**config.mk**
```make
export PLATFORM = sky130hd
export DESIGN_NAME = open_loop_send_engine
export DESIGN_NICKNAME = d
export VERILOG_FILES = /design/src/rtl/open_loop_send_engine.sv
export SDC_FILE = /design/constraint.sdc
export NUM_CORES = 1
export LEC_CHECK = 0
export BUFFER_PORTS_ARGS = -buffer_cell sky130_fd_sc_hd__clkbuf_2
export CORE_UTILIZATION = 50
export CTS_CLUSTER_DIAMETER = 200
export DETAILED_ROUTE_END_ITERATION = 10
export GPL_ROUTABILITY_DRIVEN = 0
export GPL_TIMING_DRIVEN = 0
export HOLD_SLACK_MARGIN = 0.05
export PLACE_DENSITY_LB_ADDON = 0.12
export SKIP_CTS_REPAIR_TIMING = 1
export SYNTH_ARGS = -nofsm -noshare
export SYNTH_HDL_FRONTEND = slang
export SYNTH_SLANG_ARGS = --single-unit
```
**constraint.sdc**
```tcl
create_clock -name clk -period 7.3 [get_ports clk]
set_input_delay 2.19 -clock clk [delete_from_list [all_inputs] [get_ports clk]]
set_output_delay 2.19 -clock clk [all_outputs]
set_load 0.005 [all_outputs]
```
**src/rtl/open_loop_send_engine.sv**
```systemverilog
// Send-side loop of the open-loop TCP benchmark: pops {cmd, flowid} entries, fetches the
// flow context, issues one TX payload request, writes back the request count and requeues.
module open_loop_send_engine #(
  parameter int FLOWID_W        = 8,
  parameter int REQ_W           = 32,
  parameter int SIZE_W          = 16,
  parameter int CTRL_RESP_BYTES = 64
) (
  input  logic                        clk,
  input  logic                        rst,
  // send loop queue (FWFT read side, write side for requeue)
  input  logic                        send_q_empty,
  input  logic [FLOWID_W:0]           send_q_rd_data,
  output logic                        send_q_rd_req,
  input  logic                        send_q_full,
  output logic                        send_q_wr_req,
  output logic [FLOWID_W:0]           send_q_wr_data,
  // app context memory
  output logic                        app_mem_rd_req_val,
  input  logic                        app_mem_rd_req_rdy,
  output logic [FLOWID_W-1:0]         app_mem_rd_req_addr,
  input  logic                        app_mem_rd_resp_val,
  input  logic [2*REQ_W+SIZE_W:0]     app_mem_rd_resp_data,
  output logic                        app_mem_wr_val,
  input  logic                        app_mem_wr_rdy,
  output logic [FLOWID_W-1:0]         app_mem_wr_addr,
  output logic [2*REQ_W+SIZE_W:0]     app_mem_wr_data,
  // TX payload request / response
  output logic                        tx_req_val,
  input  logic                        tx_req_rdy,
  output logic [FLOWID_W-1:0]         tx_req_flowid,
  output logic [SIZE_W-1:0]           tx_req_len,
  input  logic                        tx_resp_val,
  input  logic                        tx_resp_ok,
  output logic                        tx_resp_rdy,
  // completion, statistics, status
  output logic                        conn_done_val,
  output logic [FLOWID_W-1:0]         conn_done_flowid,
  output logic [31:0]                 stat_tx_reqs,
  output logic                        busy,
  output logic [2:0]                  dbg_state
);

  // Handshakes: a transfer happens on a rising clk edge where val and rdy are both high;
  // val and its payload stay constant until that edge. rd_resp has no rdy (always taken).

  localparam logic CMD_CTRL = 1'b1;

  typedef enum logic [2:0] {
    S_IDLE, S_MEM_RD, S_MEM_WAIT, S_TX_REQ, S_TX_RESP, S_WB, S_REQUEUE
  } state_t;

  state_t state_q, state_d;

  logic                cmd_q;
  logic [FLOWID_W-1:0] flowid_q;
  logic [REQ_W-1:0]    total_q;
  logic [REQ_W-1:0]    curr_inc_q;
  logic [SIZE_W-1:0]   bufsize_q;
  logic [SIZE_W-1:0]   len_q;
  logic                copy_q;
  logic                conn_done_q;
  logic [31:0]         stat_q;

  logic pop, latch_ctx, tx_granted, done_set;

  logic [REQ_W-1:0]  rsp_total;
  logic [REQ_W-1:0]  rsp_curr;
  logic [SIZE_W-1:0] rsp_bufsize;
  logic              rsp_copy;

  assign rsp_total   = app_mem_rd_resp_data[2*REQ_W+SIZE_W -: REQ_W];
  assign rsp_curr    = app_mem_rd_resp_data[SIZE_W+1 +: REQ_W];
  assign rsp_bufsize = app_mem_rd_resp_data[1 +: SIZE_W];
  assign rsp_copy    = app_mem_rd_resp_data[0];

  always_comb begin
    state_d    = state_q;
    pop        = 1'b0;
    latch_ctx  = 1'b0;
    tx_granted = 1'b0;
    done_set   = 1'b0;
    case (state_q)
      S_IDLE: begin
        if (!send_q_empty) begin
          pop     = 1'b1;
          state_d = S_MEM_RD;
        end
      end
      S_MEM_RD: begin
        if (app_mem_rd_req_rdy) state_d = S_MEM_WAIT;
      end
      S_MEM_WAIT: begin
        if (app_mem_rd_resp_val) begin
          latch_ctx = 1'b1;
          if (cmd_q == CMD_CTRL) begin
            state_d = S_TX_REQ;
          end else if (rsp_curr >= rsp_total) begin
            // budget already spent (includes total_reqs == 0): finish without sending
            done_set = 1'b1;
            state_d  = S_IDLE;
          end else begin
            state_d = S_TX_REQ;
          end
        end
      end
      S_TX_REQ: begin
        if (tx_req_rdy) state_d = S_TX_RESP;
      end
      S_TX_RESP: begin
        if (tx_resp_val) begin
          if (tx_resp_ok) begin
            tx_granted = 1'b1;
            if (cmd_q == CMD_CTRL) state_d = S_IDLE;
            else                   state_d = S_WB;
          end else begin
            state_d = S_REQUEUE;
          end
        end
      end
      S_WB: begin
        if (app_mem_wr_rdy) begin
          if (curr_inc_q < total_q) begin
            state_d = S_REQUEUE;
          end else begin
            done_set = 1'b1;
            state_d  = S_IDLE;
          end
        end
      end
      S_REQUEUE: begin
        if (!send_q_full) state_d = S_IDLE;
      end
      default: state_d = S_IDLE;
    endcase
  end

  always_ff @(posedge clk or posedge rst) begin
    if (rst) begin
      state_q     <= S_IDLE;
      cmd_q       <= 1'b0;
      flowid_q    <= '0;
      total_q     <= '0;
      curr_inc_q  <= '0;
      bufsize_q   <= '0;
      len_q       <= '0;
      copy_q      <= 1'b0;
      conn_done_q <= 1'b0;
      stat_q      <= '0;
    end else begin
      state_q     <= state_d;
      conn_done_q <= done_set;
      if (pop) begin
        cmd_q    <= send_q_rd_data[FLOWID_W];
        flowid_q <= send_q_rd_data[FLOWID_W-1:0];
      end
      if (latch_ctx) begin
        total_q    <= rsp_total;
        // stored pre-incremented; the write-back and the budget test both use curr+1
        curr_inc_q <= rsp_curr + REQ_W'(1);
        bufsize_q  <= rsp_bufsize;
        copy_q     <= rsp_copy;
        if (cmd_q == CMD_CTRL) len_q <= SIZE_W'(CTRL_RESP_BYTES);
        else                   len_q <= rsp_bufsize;
      end
      if (tx_granted) stat_q <= stat_q + 32'd1;
    end
  end

  assign send_q_rd_req       = pop;
  assign send_q_wr_req       = (state_q == S_REQUEUE) && !send_q_full;
  assign send_q_wr_data      = {1'b0, flowid_q};
  assign app_mem_rd_req_val  = (state_q == S_MEM_RD);
  assign app_mem_rd_req_addr = flowid_q;
  assign app_mem_wr_val      = (state_q == S_WB);
  assign app_mem_wr_addr     = flowid_q;
  assign app_mem_wr_data     = {total_q, curr_inc_q, bufsize_q, copy_q};
  assign tx_req_val          = (state_q == S_TX_REQ);
  assign tx_req_flowid       = flowid_q;
  assign tx_req_len          = len_q;
  assign tx_resp_rdy         = (state_q == S_TX_RESP);
  assign conn_done_val       = conn_done_q;
  assign conn_done_flowid    = flowid_q;
  assign stat_tx_reqs        = stat_q;
  assign busy                = (state_q != S_IDLE);
  assign dbg_state           = state_q;

endmodule
```
==> Word level (Yosys, flattened, before mapping) <==
Cells that the tools add are included.
{ "word_totals": {"output_inout_bits": 181, "mem_bits_ro": 0, "latch_bits": 0, "word_cells": 59, "ramBits": 0, "in_bits": 100, "register_bits": 142, "memories": 0} }
{ "op_classes": {"add_sub_neg": 2, "n_reduce_logical": 5, "mul": 0, "muxes": 27, "div_mod_pow": 0, "bitwise_logic": 0, "shift": 0, "n_lt_le_gt_ge": 2, "n_eq_ne": 13} }
{ "op_table": {"columns": ["op", "n"], "rows": [
  ["$add A32 B1 Y32 const B", 2],
  ["$ge A32 B32 Y1", 1],
  ["$lt A32 B32 Y1", 1],
  ["$mux W3", 10],
  ["$pmux W3 S7", 1],
  ["$mux W16", 1],
  ["$mux W1", 12],
  ["$eq A3 B3 Y1 const B", 3],
  ["$ne A2 B2 Y1 const B", 4],
  ["$reduce_and A7 Y1", 1],
  ["$eq A3 B2 Y1 const B", 2],
  ["$ne A2 B1 Y1 const B", 3],
  ["$mux W2", 2],
  ["$eq A3 B1 Y1 const B", 1],
  ["$logic_not A3 Y1", 1],
  ["$reduce_bool A3 Y1", 1],
  ["$pmux W1 S2", 1],
  ["$logic_and A1 B1 Y1", 1],
  ["$logic_not A1 Y1", 1]
]} }

==> Logic depth before layout (Yosys ltp) <==
Gate-level depths: netlist (run 1).
{ "depth": {"depth_word": 5, "depth_mapped": 10, "mapped_depth_nobuf": 9} }

==> Least setup slack after synthesis (run 1) <==
No wires, ideal clock.
{ "synth_path": {"path_type": "input-to-output", "from": "in send_q_empty", "to": "out send_q_rd_req", "path_slack_ps": 2444, "stages": 1, "n_path_buf": 0, "arrival_time_ps": 2666, "cell_sequence": "nor2_1"} }
{ "synth_between": {"elab_chain_cells": 2} }
{ "synth_rtl": {"columns": ["element", "line", "text"], "rows": [
  ["from (decl)", "12", "input logic send_q_empty,"],
  ["$mux W1", "85", "if (!send_q_empty) begin"],
  ["$mux W1", "83", "case (state_q)"],
  ["to (decl)", "14", "output logic send_q_rd_req,"]
]} }
No other way between the ends.

==> Worst setup path in the final report (run 1) <==
Ends and elaborated chain as after synthesis.

==> load_flow_metrics.sql, run 1 <==
INSERT INTO impl_metrics (metric_group, metric, value, unit) VALUES
('run_status', 'outcome', 'completed', ''),
('floorplanning', 'fp.dieH', '128', 'microns'),
('critical_path', 'cp_cell_sequence', 'clkbuf_2, nor2_1, clkbuf_2', ''),
('sta', 'timing.fmax', '0.179', 'GHz'),
('detailed_routing', 'drc', '0', ''),
('cells_and_area', 'finish.net_count', '1336', ''),
('cells_and_area', 'postLayoutCoreUtil', '67.0', '%'),
('cells_and_area', 'multi_input_gate_area_in_the_final_layout', '3760', 'sq um'),
('sta', 'remaining_max_slew_budget_at_the_tightest_pin', '26.0', '%'),
('placed_design', 'detailed_place_hpwl', '16600', 'microns'),
('power', 'leakage_power_total', '5.55', 'nW'),
('sta', 'totalNegativeSetupSlack', '0', 'ns'),
('grt', 'grt_pass1_vias', '6603', ''),
('logic_synthesis', 'ys_ff_latch', '142', ''),
('sta', 'timing.final.max_slew_violations', '0', ''),
('cells_and_area', 'n_antenna_cell', '0', ''),
('clock_network', 'path_clk_slew', '0.06', 'ns'),
('placed_design', 'portBuffers', '279', ''),
('logic_synthesis', 'area_of_the_mapped_netlist', '7970', 'sq um'),
('floorplanning', 'design.die.area', '16500', 'sq um'),
('power', 'p_total', '0.00375', 'W'),
('cells_and_area', 'n_fill_cell', '1351', ''),
('grt', 'initial_antenna_violation_count', '0', ''),
('detailed_routing', 'wl_per_cell', '15.1', 'microns'),
('logic_synthesis', 'synth-edff-count', '0', ''),
('grt', 'grt_most_used_layer', 'met2', ''),
('sta', 'fin_crit_sh', '76.4', '%'),
('detailed_routing', 'average_via_count_per_standard_cell', '5.06', ''),
('critical_path', 'worst_path_most_repeated_cell', 'sky130_fd_sc_hd__clkbuf_2', ''),
('clock_network', 'htree_num_levels', '4', ''),
('sta', 'timing.final.hold_violations', '0', ''),
('detailed_routing', 'finalWirelength', '21100', 'microns'),
('sta', 'worst_slew_pin_slew', '1.10', 'ns'),
('cells_and_area', 'regArea', '3550', 'sq um'),
('sta', 'fin_hold_ws', '0.466', 'ns'),
('grt', 'grt_usage', '26.7', '%'),
('detailed_routing', 'drt-initial-drc-count', '313', ''),
('critical_path', 'timing.critical_path.required', '5.11', 'ns'),
('grt', 'grt_first_pass_wirelength', '33700', 'microns'),
('critical_path', 'cp_slowest_cell', 'sky130_fd_sc_hd__nor2_1', ''),
('sta', 'finalCriticalPeriod', '5.57', 'ns'),
('grt', 'grt_overflow', '0', ''),
('detailed_routing', 'vias', '7055', ''),
('logic_synthesis', 'share_of_synthesized_area_occupied_by_flip_flops_and_latches', '44.6', '%'),
('logic_synthesis', 'yosys_warnings', '0', ''),
('logic_synthesis', 'synth.lib_cells_used.distinct', '56', ''),
('logic_synthesis', 'postSynthNetCount', '1037', ''),
('floorplanning', 'fp.dieW', '128', 'microns'),
('sta', 'final.setup_skew', '0.00421', 'ns'),
('clock_network', 'tritoncts_num_sinks', '142', ''),
('job', 'cap_violations', '0', ''),
('sta', 'final-setup-viol-count', '0', ''),
('clock_network', 'clkLatencyLatePin', '0.42', 'ns'),
('grt', 'grtUsageMet1', '33.7', '%'),
('cells_and_area', 'area.growth.synth_to_final', '29.1', '%'),
('cells_and_area', 'drive_above_1_share', '31.3', '%'),
('clock_network', 'ctsRootBufferMaster', 'sky130_fd_sc_hd__clkbuf_16', ''),
('sta', 'grt_setup_unrepaired', 'false', ''),
('clock_network', 'cts_inserted_buffers', '17', ''),
('floorplanning', 'core_area', '15400', 'sq um'),
('logic_synthesis', 'synth_top_flop_cell', 'sky130_fd_sc_hd__dfrtp_1', ''),
('clock_network', 'tritoncts_clock_tree', 'yes', ''),
('critical_path', 'timing.critical_path.max_delay_family', 'simple AND/OR/NAND/NOR gates', ''),
('logic_synthesis', 'ys_async_sr_fraction', '100', '%'),
('detailed_routing', 'detail-route-antenna-nets', '0', ''),
('floorplanning', 'placementRows', '45', ''),
('grt', 'grt_use_met2', '44.0', '%'),
('clock_network', 'max-clock-path-buffers', '2', ''),
('power', 'vdd_ir_drop_max', '0.000181', 'V'),
('critical_path', 'critPathBufInv', '2', ''),
('worst_hold_path', 'class_of_the_tightest_hold_or_removal_check', 'flop to flop', '');
worst register-to-register path, stage by stage, from the launching register on:
cell and delay [ns]:
sky130_fd_sc_hd__dfrtp_1 0.41, sky130_fd_sc_hd__clkbuf_1 0.23, sky130_fd_sc_hd__nand2b_1 0.26, sky130_fd_sc_hd__nor2_1 0.15, sky130_fd_sc_hd__and2_1 0.13, sky130_fd_sc_hd__clkbuf_1 0.34, sky130_fd_sc_hd__clkbuf_1 0.51, sky130_fd_sc_hd__clkbuf_1 0.45
sky130_fd_sc_hd__nand2_1 0.13, sky130_fd_sc_hd__nand2_1 0.07
cell usage after synthesis (2+ instances only):
cell,count,share of area [%]
sky130_fd_sc_hd__and2_1,3,0.24
sky130_fd_sc_hd__a221oi_1,2,0.22
sky130_fd_sc_hd__ha_1,65,10
sky130_fd_sc_hd__o21a_1,3,0.28
sky130_fd_sc_hd__and3_1,13,1.0
sky130_fd_sc_hd__nor2_1,27,1.3
sky130_fd_sc_hd__nand3_1,28,1.8
sky130_fd_sc_hd__xnor2_1,39,4.3
sky130_fd_sc_hd__nand3_2,2,0.25
sky130_fd_sc_hd__xor2_1,22,2.4
sky130_fd_sc_hd__nand3b_1,15,1.4
sky130_fd_sc_hd__o21ai_1,2,0.13
sky130_fd_sc_hd__nor3_1,6,0.38
sky130_fd_sc_hd__dfrtp_1,142,45
sky130_fd_sc_hd__buf_2,3,0.19
sky130_fd_sc_hd__clkbuf_1,24,1.1
sky130_fd_sc_hd__mux2_2,11,1.6
sky130_fd_sc_hd__nand2_1,192,9.0
sky130_fd_sc_hd__a21o_1,6,0.56
sky130_fd_sc_hd__inv_1,74,3.5
sky130_fd_sc_hd__nand4_1,18,1.4
sky130_fd_sc_hd__o2111ai_1,2,0.22
sky130_fd_sc_hd__a31oi_1,2,0.16
sky130_fd_sc_hd__nand2b_1,5,0.39
sky130_fd_sc_hd__or3_1,2,0.16
sky130_fd_sc_hd__a21oi_1,24,1.5
sky130_fd_sc_hd__o21ai_0,68,4.3
sky130_fd_sc_hd__nor4_1,2,0.16
sky130_fd_sc_hd__buf_1,2,0.094
sky130_fd_sc_hd__and4_1,7,0.77
sky130_fd_sc_hd__buf_4,34,3.2
sky130_fd_sc_hd__a211oi_1,3,0.28
report_power, final:
group | internal (W) | leakage (nW) | switching [W]
Clock | 0.000583 | 0.308 | 0.000345
Sequential | 0.00108 | 1.80 | 0.000234
Combinational | 0.000739 | 3.44 | 0.000769
cells in the final DEF, fill, tap and decap left out, types with 25 or more instances in the layout:
| cell | synthesis | layout |
|---|---|---|
| sky130_fd_sc_hd__buf_4 | 34 | 34 |
| sky130_fd_sc_hd__clkbuf_1 | 24 | 25 |
| sky130_fd_sc_hd__clkbuf_2 | 0 | 279 |
| sky130_fd_sc_hd__dfrtp_1 | 142 | 142 |
| sky130_fd_sc_hd__ha_1 | 65 | 65 |
| sky130_fd_sc_hd__inv_1 | 74 | 73 |
| sky130_fd_sc_hd__nand2_1 | 192 | 192 |
| sky130_fd_sc_hd__nand3_1 | 28 | 28 |
| sky130_fd_sc_hd__nor2_1 | 27 | 27 |
| sky130_fd_sc_hd__o21ai_0 | 68 | 68 |
| sky130_fd_sc_hd__xnor2_1 | 39 | 39 |
sequential cells by signal, indices dropped and copies added (netlist names):
| signal | cells |
|---|---|
| app_mem_rd_req_addr | 8 |
| bufsize_q | 16 |
| cmd_q | 1 |
| conn_done_val | 1 |
| copy_q | 1 |
| curr_inc_q | 32 |
| dbg_state | 3 |
| stat_tx_reqs | 32 |
| total_q | 32 |
| tx_req_len | 16 |
area by class of cell:
cell class,instances,share of cell area [%]
multi-input combinational,592,36.5
sequential,142,34.5
timing repair buffer,280,13.8
clock buffer,19,4.30
buffer,64,3.68
inverter,74,2.75
tap,211,2.56
clock inverter,13,1.81
final timing paths:
path | startpoint | to | slack, ns | cells after the start
max in group asynchronous | rst | total_q[9]$_DFFE_PP0P_ | 4.65 | 3
min | tx_req_len[15]$_DFFE_PP0P_ | tx_req_len[15]$_DFFE_PP0P_ | 0.47 | 2
max reg2reg | dbg_state[0]$_DFFE_PP0P_ | bufsize_q[3]$_DFFE_PP0P_ | 4.57 | 9
min in group asynchronous | rst | stat_tx_reqs[21]$_DFFE_PP0P_ | 1.91 | 2
max | send_q_empty | send_q_rd_req | 1.73 | 3
min reg2reg | tx_req_len[15]$_DFFE_PP0P_ | tx_req_len[15]$_DFFE_PP0P_ | 0.47 | 2
stage by stage:
step / setup slack [ns] / area (sq um) / cells
floorplan: 1.30 / 7970 / 872
global placement: -0.429 / 9630 / 1362
detailed placement: 1.68 / 9670 / 1363
CTS: 1.68 / 10300 / 1395
global route: 1.69 / 10300 / 1395
finish: 1.73 / 10300 / 1395
cells by family after synthesis:
logic type,synth area share [%]
AND/OR/NAND/NOR,19.6
flip-flops,44.6
buffers and inverters,8.24
AO/OA/AOI/OAI,8.80
adder cells (fa/ha/maj),10.2
XOR/XNOR,6.70
multiplexers,1.84
other,0.0470
metal layers:
metal  share of wire (%)  wire [microns]  up-vias
li1                    -               -     3477
met1                  43            9120     3314
met2                  48           10100      230
met3                 6.6            1400       34
met4                 2.2             458        0
met5                   0               0        -
No activity file was read; power rests on OpenSTA's default activity.
==> inputs of run 2 (changes only) <==
Settings changed: ABC_AREA set to 1.
Clock period 7.3 ns to 5.33 ns, I/O delays scaled along.
==> run 2 against run 1 <==
Effect of this change: final cell count rose by 13%; global-route usage rose by 1.2 points; worst hold slack improved by 0.0073 ns; critical path depth increased by 1; via count is 11% higher; clock power up 21%; register-to-register slack worse by 1.4 ns; wire length rose by 10%; synthesized area is 4.4% higher; combinational power increased by 36%; clock skew rose by 0.0079 ns; largest cell class unchanged.
==> load_flow_metrics.sql, run 2 <==
INSERT INTO impl_metrics (metric_group, metric, value, unit) VALUES
('sta', 'final-setup-viol-count', '0', ''),
('grt', 'grt_overflow', '0', ''),
('grt', 'grt_usage', '27.8', '%'),
('clock_network', 'tritoncts_num_sinks', '142', ''),
('power', 'p_per_area', '466', 'nW/um^2'),
('critical_path', 'timing.critical_path.required', '3.73', 'ns'),
('floorplanning', 'fp.dieH', '131', 'microns'),
('cells_and_area', 'area.growth.synth_to_final', '27.7', '%'),
('cells_and_area', 'layout.cells.most_common', 'sky130_fd_sc_hd__nand2_1', ''),
('grt', 'grt_max_degree', '40', ''),
('cells_and_area', 'final-instance-count-excl-fill', '1572', ''),
('sta', 'remaining_max_slew_budget_at_the_tightest_pin', '48.0', '%'),
('logic_synthesis', 'ys_ff_latch', '142', ''),
('sta', 'fin_hold_ws', '0.473', 'ns'),
('detailed_routing', 'vias', '7852', ''),
('detailed_routing', 'finalWirelength', '23300', 'microns'),
('run_status', 'outcome', 'completed', ''),
('grt', 'grt_pass1_vias', '7287', ''),
('critical_path', 'timing.critical_path.to_type', 'primary output', ''),
('placed_design', 'placement.setup.worst_slack', '1.31', 'ns'),
('cells_and_area', 'finish.net_count', '1508', ''),
('cells_and_area', 'final_area', '10600', 'sq um'),
('critical_path', 'category_of_the_worst_setup_path_launch_point', 'primary input', ''),
('logic_synthesis', 'synth.lib_cells_used.distinct', '44', ''),
('floorplanning', 'placementRows', '46', ''),
('cells_and_area', 'final_cell_mix', 'sky130_fd_sc_hd__nand2_1, sky130_fd_sc_hd__clkbuf_2, sky130_fd_sc_hd__dfrtp_1', ''),
('job', 'cap_violations', '0', ''),
('floorplanning', 'fp.dieW', '131', 'microns'),
('floorplanning', 'core_area', '16100', 'sq um'),
('logic_synthesis', 'yosys_warnings', '0', ''),
('sta', 'fin_crit_sh', '75.4', '%'),
('clock_network', 'path_clk_slew', '0.06', 'ns'),
('cells_and_area', 'n_antenna_cell', '0', ''),
('sta', 'timing.final.max_slew_violations', '0', ''),
('floorplanning', 'initial_core_utilization', '51.9', '%'),
('sta', 'grt_setup_unrepaired', 'false', ''),
('logic_synthesis', 'area_of_the_mapped_netlist', '8330', 'sq um'),
('placed_design', 'detailed_place_hpwl', '18800', 'microns'),
('worst_hold_path', 'class_of_the_tightest_hold_or_removal_check', 'flop to flop', ''),
('logic_synthesis', 'synth-edff-count', '0', ''),
('floorplanning', 'design.die.area', '17200', 'sq um'),
('sta', 'worst_slew_pin_slew', '0.773', 'ns'),
('clock_network', 'clkLatencyLatePin', '0.43', 'ns'),
('cells_and_area', 'drive_above_1_share', '28.2', '%'),
('sta', 'timing.final.hold_violations', '0', ''),
('logic_synthesis', 'postSynthNetCount', '1206', ''),
('logic_synthesis', 'synthCells', '1041', ''),
('critical_path', 'worstPathArrival', '2.42', 'ns'),
('clock_network', 'cts_inserted_buffers', '17', ''),
('clock_network', 'max-clock-path-buffers', '2', ''),
('detailed_routing', 'detail_route.first_pass.iterations', '5', ''),
('sta', 'worst_slack', '1.31', 'ns'),
('sta', 'final.setup_skew', '0.0121', 'ns'),
('logic_synthesis', 'most_numerous_cell_in_the_yosys_netlist', 'sky130_fd_sc_hd__nand2_1', ''),
('sta', 'timing.fmax', '0.249', 'GHz'),
('detailed_routing', 'drt-initial-drc-count', '365', ''),
('grt', 'initial_antenna_violation_count', '0', ''),
('clock_network', 'ctsRootBufferMaster', 'sky130_fd_sc_hd__clkbuf_16', ''),
('detailed_routing', 'wl_per_cell', '14.8', 'microns'),
('clock_network', 'htree_num_levels', '4', ''),
('logic_synthesis', 'syn_area_per_cell', '8.00', 'sq um'),
('power', 'leakage_power_total', '6.07', 'nW'),
('clock_network', 'tritoncts_clock_tree', 'yes', ''),
('logic_synthesis', 'synth.area.top_cells', 'sky130_fd_sc_hd__dfrtp_1, sky130_fd_sc_hd__nand2_1, sky130_fd_sc_hd__ha_1', ''),
('sta', 'finalCriticalPeriod', '4.02', 'ns'),
('placed_design', 'portBuffers', '279', ''),
('logic_synthesis', 'library_cell_with_the_largest_summed_area_after_synthesis', 'sky130_fd_sc_hd__dfrtp_1', ''),
('grt', 'grt_first_pass_wirelength', '36100', 'microns'),
('power', 'vdd_ir_drop_max', '0.000269', 'V'),
('placed_design', 'dpl-instance-area', '10100', 'sq um'),
('logic_synthesis', 'share_of_synthesized_area_occupied_by_flip_flops_and_latches', '42.7', '%'),
('logic_synthesis', 'post_synth_top_area_share', '42.7', '%'),
('critical_path', 'crit_path_max_fo', '10', ''),
('detailed_routing', 'detail-route-antenna-nets', '0', ''),
('floorplanning', 'io_pins', '281', ''),
('placed_design', 'placed_cells_incl_taps', '1540', ''),
('sta', 'totalNegativeSetupSlack', '0', 'ns'),
('logic_synthesis', 'synth.cells.most_frequent', 'sky130_fd_sc_hd__nand2_1, sky130_fd_sc_hd__dfrtp_1, sky130_fd_sc_hd__inv_1', ''),
('detailed_routing', 'average_via_count_per_standard_cell', '4.99', ''),
('logic_synthesis', 'ys_async_sr_fraction', '100', '%'),
('critical_path', 'setup.worst_path.class', 'primary input to primary output', ''),
('detailed_routing', 'drc', '0', ''),
('logic_synthesis', 'synth_top_flop_cell', 'sky130_fd_sc_hd__dfrtp_1', '');
==> run 2: cell count changes in the layout (fill, tap and decap cells not counted), moves of 12 or more <==
cell	delta
sky130_fd_sc_hd__inv_1	+63
sky130_fd_sc_hd__a21oi_1	+15
sky130_fd_sc_hd__nand2_1	+119
sky130_fd_sc_hd__nand3b_1	-15
sky130_fd_sc_hd__and3_1	-12
sky130_fd_sc_hd__xnor2_1	-24
sky130_fd_sc_hd__clkbuf_1	-15
sky130_fd_sc_hd__nor2_1	+33
==> run 2: cell type report <==
cell class / count / area [sq um]
Fill cell: 1449 / 5430
Multi-Input combinational cell: 704 / 3900
Sequential cell: 142 / 3550
Timing Repair Buffer: 283 / 1480
Inverter: 139 / 527
Clock buffer: 17 / 425
Buffer: 56 / 350
Tap cell: 216 / 270
Clock inverter: 15 / 128
==> run 2: cells by family after synthesis <==
logic type                 share of synthesized area, %
buffers and inverters                              10.5
other                                            0.0450
xor gates and xnor gates                           4.21
DFF                                                42.7
adders and majority gates                          9.77
AOI/OAI and AO/OA                                  8.47
and+or+nand+nor                                    24.3
==> run 2: path summary, 6_finish.rpt <==
| check | to | from | depth (start not counted) | slack, ns |
|---|---|---|---|---|
| worst min register to register | copy_q$_DFFE_PP0P_ | copy_q$_DFFE_PP0P_ | 2 | 0.47 |
| worst min-delay path | copy_q$_DFFE_PP0P_ | copy_q$_DFFE_PP0P_ | 2 | 0.47 |
| worst max-delay path | send_q_rd_req | send_q_empty | 4 | 1.31 |
| min in group asynchronous | stat_tx_reqs[19]$_DFFE_PP0P_ | rst | 2 | 1.16 |
| worst max register to register | total_q[9]$_DFFE_PP0P_ | dbg_state[1]$_DFFE_PP0P_ | 7 | 3.14 |
| max in group asynchronous | curr_inc_q[23]$_DFFE_PP0P_ | rst | 5 | 3.22 |
==> run 2: per-stage QoR <==
stage	total power (W)	util, %
6_report	0.00495	66.2
5_1_grt	0.00538	66.2
4_1_cts	0.00500	66.2
3_5_place_dp	0.00386	62.8
3_3_place_gp	0.00379	62.3
2_1_floorplan	0.00290	-
==> run 2: report_power, final <==
group | internal (W) | total, W | switching [W]
Combinational | 0.000942 | 0.00205 | 0.00110
Sequential | 0.00147 | 0.00178 | 0.000315
Clock | 0.000609 | 0.00112 | 0.000511
Total | 0.00302 | 0.00495 | 0.00193
==> run 2: metal layers <==
| layer | part of all wire [%] | global-route usage [%] |
|---|---|---|
| met4 | 2.4 | 11.0 |
| met2 | 49 | 47.7 |
| met1 | 42 | 34.2 |
| met3 | 6.6 | 6.05 |
| met5 | 0 | 0 |
==> run 2: critical path, stage by stage <==
cell	delay, ns
sky130_fd_sc_hd__clkbuf_2	0.09
sky130_fd_sc_hd__nor2_1	0.16
sky130_fd_sc_hd__clkbuf_1	0.37
sky130_fd_sc_hd__clkbuf_2	0.19
==> inputs of run 3 (changes only) <==
Settings changed: ABC_AREA 1 to 0.
Clock period 5.33 ns to 3.95 ns, I/O delays scaled along.
==> run 3 against run 2 <==
Effect of this change: sequential share of layout area is 1.0 points higher; final cell count decreased by 11%; combinational power grew 38%; worst setup slack got worse by 1.1 ns; utilization increased by 0.87 points; clock power up 44%; global-route usage shrank 0.69 points; non-clock buffer count rose by 8; critical path depth stayed put; die area decreased by 4.2%; power rose by 38%; largest power group unchanged.
==> load_flow_metrics.sql, run 3 (synthesis gave the netlist of run 1 again) <==
INSERT INTO impl_metrics (metric_group, metric, value, unit) VALUES
('run_status', 'outcome', 'completed', ''),
('critical_path', 'timing.reg2reg.setup_slack', '1.21', 'ns'),
('power', 'p_per_area', '663', 'nW/um^2'),
('power', 'p_switching', '0.00251', 'W'),
('power', 'p_comb_share', '41.2', '%'),
('cells_and_area', 'final_cell_mix', 'sky130_fd_sc_hd__clkbuf_2, sky130_fd_sc_hd__nand2_1, sky130_fd_sc_hd__dfrtp_1', ''),
('placed_design', 'placed_cells_incl_taps', '1366', ''),
('sta', 'grt_setup_unrepaired', 'false', ''),
('detailed_routing', 'vias', '7052', ''),
('sta', 'worst_slew_pin_slew', '1.10', 'ns'),
('grt', 'initial_antenna_violation_count', '0', ''),
('sta', 'final-setup-viol-count', '0', ''),
('floorplanning', 'fp.dieW', '128', 'microns'),
('placed_design', 'detailed_place_hpwl', '17100', 'microns'),
('clock_network', 'tritoncts_num_sinks', '142', ''),
('grt', 'grt_usage', '27.2', '%'),
('job', 'cap_violations', '0', ''),
('grt', 'grt_overflow', '0', ''),
('critical_path', 'crit_path_max_fo', '10', ''),
('sta', 'remaining_max_slew_budget_at_the_tightest_pin', '26.3', '%'),
('cells_and_area', 'layout.cells.most_common', 'sky130_fd_sc_hd__clkbuf_2', ''),
('clock_network', 'path_clk_slew', '0.06', 'ns'),
('cells_and_area', 'final-instance-count-excl-fill', '1397', ''),
('worst_hold_path', 'class_of_the_tightest_hold_or_removal_check', 'flop to flop', ''),
('grt', 'grt_pass1_vias', '6738', ''),
('power', 'power.share.clock', '23.5', '%'),
('floorplanning', 'io_pins', '281', ''),
('clock_network', 'max-clock-path-buffers', '2', ''),
('cells_and_area', 'drive_above_1_share', '31.5', '%'),
('floorplanning', 'initial_core_utilization', '51.9', '%'),
('power', 'intPower', '0.00433', 'W'),
('power', 'leakage_power_total', '5.54', 'nW'),
('critical_path', 'timing.critical_path.to_type', 'primary output', ''),
('critical_path', 'timing.critical_path.required', '2.76', 'ns'),
('detailed_routing', 'wl_per_cell', '15.4', 'microns'),
('sta', 'timing.final.hold_violations', '0', ''),
('critical_path', 'cp_slowest_stage_delay', '0.84', 'ns'),
('floorplanning', 'design.die.area', '16500', 'sq um'),
('critical_path', 'worstPathArrival', '2.58', 'ns'),
('sta', 'fin_crit_sh', '95.3', '%'),
('floorplanning', 'placementRows', '45', ''),
('floorplanning', 'fp.dieH', '128', 'microns'),
('critical_path', 'critPathBufInv', '2', ''),
('detailed_routing', 'drc', '0', ''),
('clock_network', 'ctsRootBufferMaster', 'sky130_fd_sc_hd__clkbuf_16', ''),
('critical_path', 'category_of_the_worst_setup_path_launch_point', 'flop', ''),
('sta', 'final.setup_skew', '0.00684', 'ns'),
('detailed_routing', 'detail_route.first_pass.iterations', '5', ''),
('detailed_routing', 'average_via_count_per_standard_cell', '5.05', ''),
('sta', 'timing.final.max_slew_violations', '0', ''),
('power', 'vdd_ir_drop_max', '0.000342', 'V'),
('critical_path', 'setup.worst_path.class', 'flop to primary output', ''),
('detailed_routing', 'drt-initial-drc-count', '334', ''),
('grt', 'grt_first_pass_wirelength', '34100', 'microns'),
('grt', 'grt_max_degree', '43', ''),
('sta', 'timing.fmax', '0.266', 'GHz'),
('critical_path', 'cp_cell_sequence', 'clkbuf_1, or3_1, nor2_1, clkbuf_2', ''),
('clock_network', 'htree_num_levels', '4', ''),
('critical_path', 'path_depth', '4', ''),
('critical_path', 'cp_slowest_cell', 'sky130_fd_sc_hd__nor2_1', ''),
('cells_and_area', 'finish.net_count', '1339', ''),
('cells_and_area', 'area.growth.synth_to_final', '29.3', '%'),
('critical_path', 'number_of_cells_on_the_worst_reg_to_reg_path', '9', ''),
('detailed_routing', 'detail-route-antenna-nets', '0', ''),
('cells_and_area', 'n_antenna_cell', '0', ''),
('cells_and_area', 'n_fill_cell', '1310', ''),
('placed_design', 'portBuffers', '279', ''),
('worst_hold_path', 'worst_hold_path.num_cells', '2', ''),
('critical_path', 'timing.critical_path.max_delay_family', 'simple AND/OR/NAND/NOR gates', ''),
('clock_network', 'tritoncts_clock_tree', 'yes', ''),
('power', 'p_sw_share', '36.7', '%'),
('sta', 'totalNegativeSetupSlack', '0', 'ns'),
('floorplanning', 'core_area', '15400', 'sq um'),
('power', 'reg_power_share', '35.4', '%'),
('detailed_routing', 'finalWirelength', '21500', 'microns'),
('sta', 'fin_hold_ws', '0.467', 'ns'),
('sta', 'finalCriticalPeriod', '3.76', 'ns'),
('clock_network', 'clkLatencyLatePin', '0.42', 'ns'),
('clock_network', 'cts_inserted_buffers', '17', '');
[run 3: worst paths after layout]
check / from / endpoint
hold / removal: tx_req_len[10]$_DFFE_PP0P_ / tx_req_len[10]$_DFFE_PP0P_
setup / recovery: dbg_state[2]$_DFFE_PP0P_ / send_q_rd_req
setup reg to reg: dbg_state[0]$_DFFE_PP0P_ / bufsize_q[0]$_DFFE_PP0P_
min in group asynchronous: rst / app_mem_rd_req_addr[7]$_DFFE_PP0P_
max in group asynchronous: rst / total_q[6]$_DFFE_PP0P_
hold reg to reg: tx_req_len[10]$_DFFE_PP0P_ / tx_req_len[10]$_DFFE_PP0P_
[run 3: area by class of cell]
type / instances / area, sq um / area share (%)
Timing Repair Buffer: 283 / 1480 / 14.3
Buffer: 64 / 379 / 3.68
Sequential cell: 142 / 3550 / 34.5
Clock buffer: 18 / 439 / 4.26
Clock inverter: 13 / 153 / 1.48
Tap cell: 211 / 264 / 2.56
Multi-Input combinational cell: 592 / 3760 / 36.5
Inverter: 74 / 282 / 2.73
[run 3: routing by layer]
layer	track usage [%]	share of wire (%)
met2	45.5	48
met3	6.43	6.0
met4	9.48	2.1
met1	34.3	44
met5	0	0
[run 3: through the flow]
step                power (W)  setup slack (ns)  utilization, %  instance area [sq um]
finish                0.00684             0.186            67.1                  10300
global route          0.00740            0.0229            67.1                  10300
CTS                   0.00691            0.0787            67.1                  10300
detailed placement    0.00528             0.295            63.2                   9720
global placement      0.00519          -0.00918            62.7                   9640
floorplan             0.00396             0.988               -                   7980
[run 3: worst min-delay path: stages, from the launching register on]
cell                      delay [ns]
sky130_fd_sc_hd__dfrtp_1        0.34
sky130_fd_sc_hd__nand2_1        0.05
sky130_fd_sc_hd__nand2_1        0.04
[run 3: power groups by stage]
stage               clock (W)  combinational, W  sequential, W
detailed placement          0           0.00284        0.00244
CTS                   0.00163           0.00285        0.00242
floorplan                   0           0.00155        0.00241
finish                0.00161           0.00282        0.00242
global route          0.00169           0.00321        0.00249
global placement            0           0.00276        0.00243
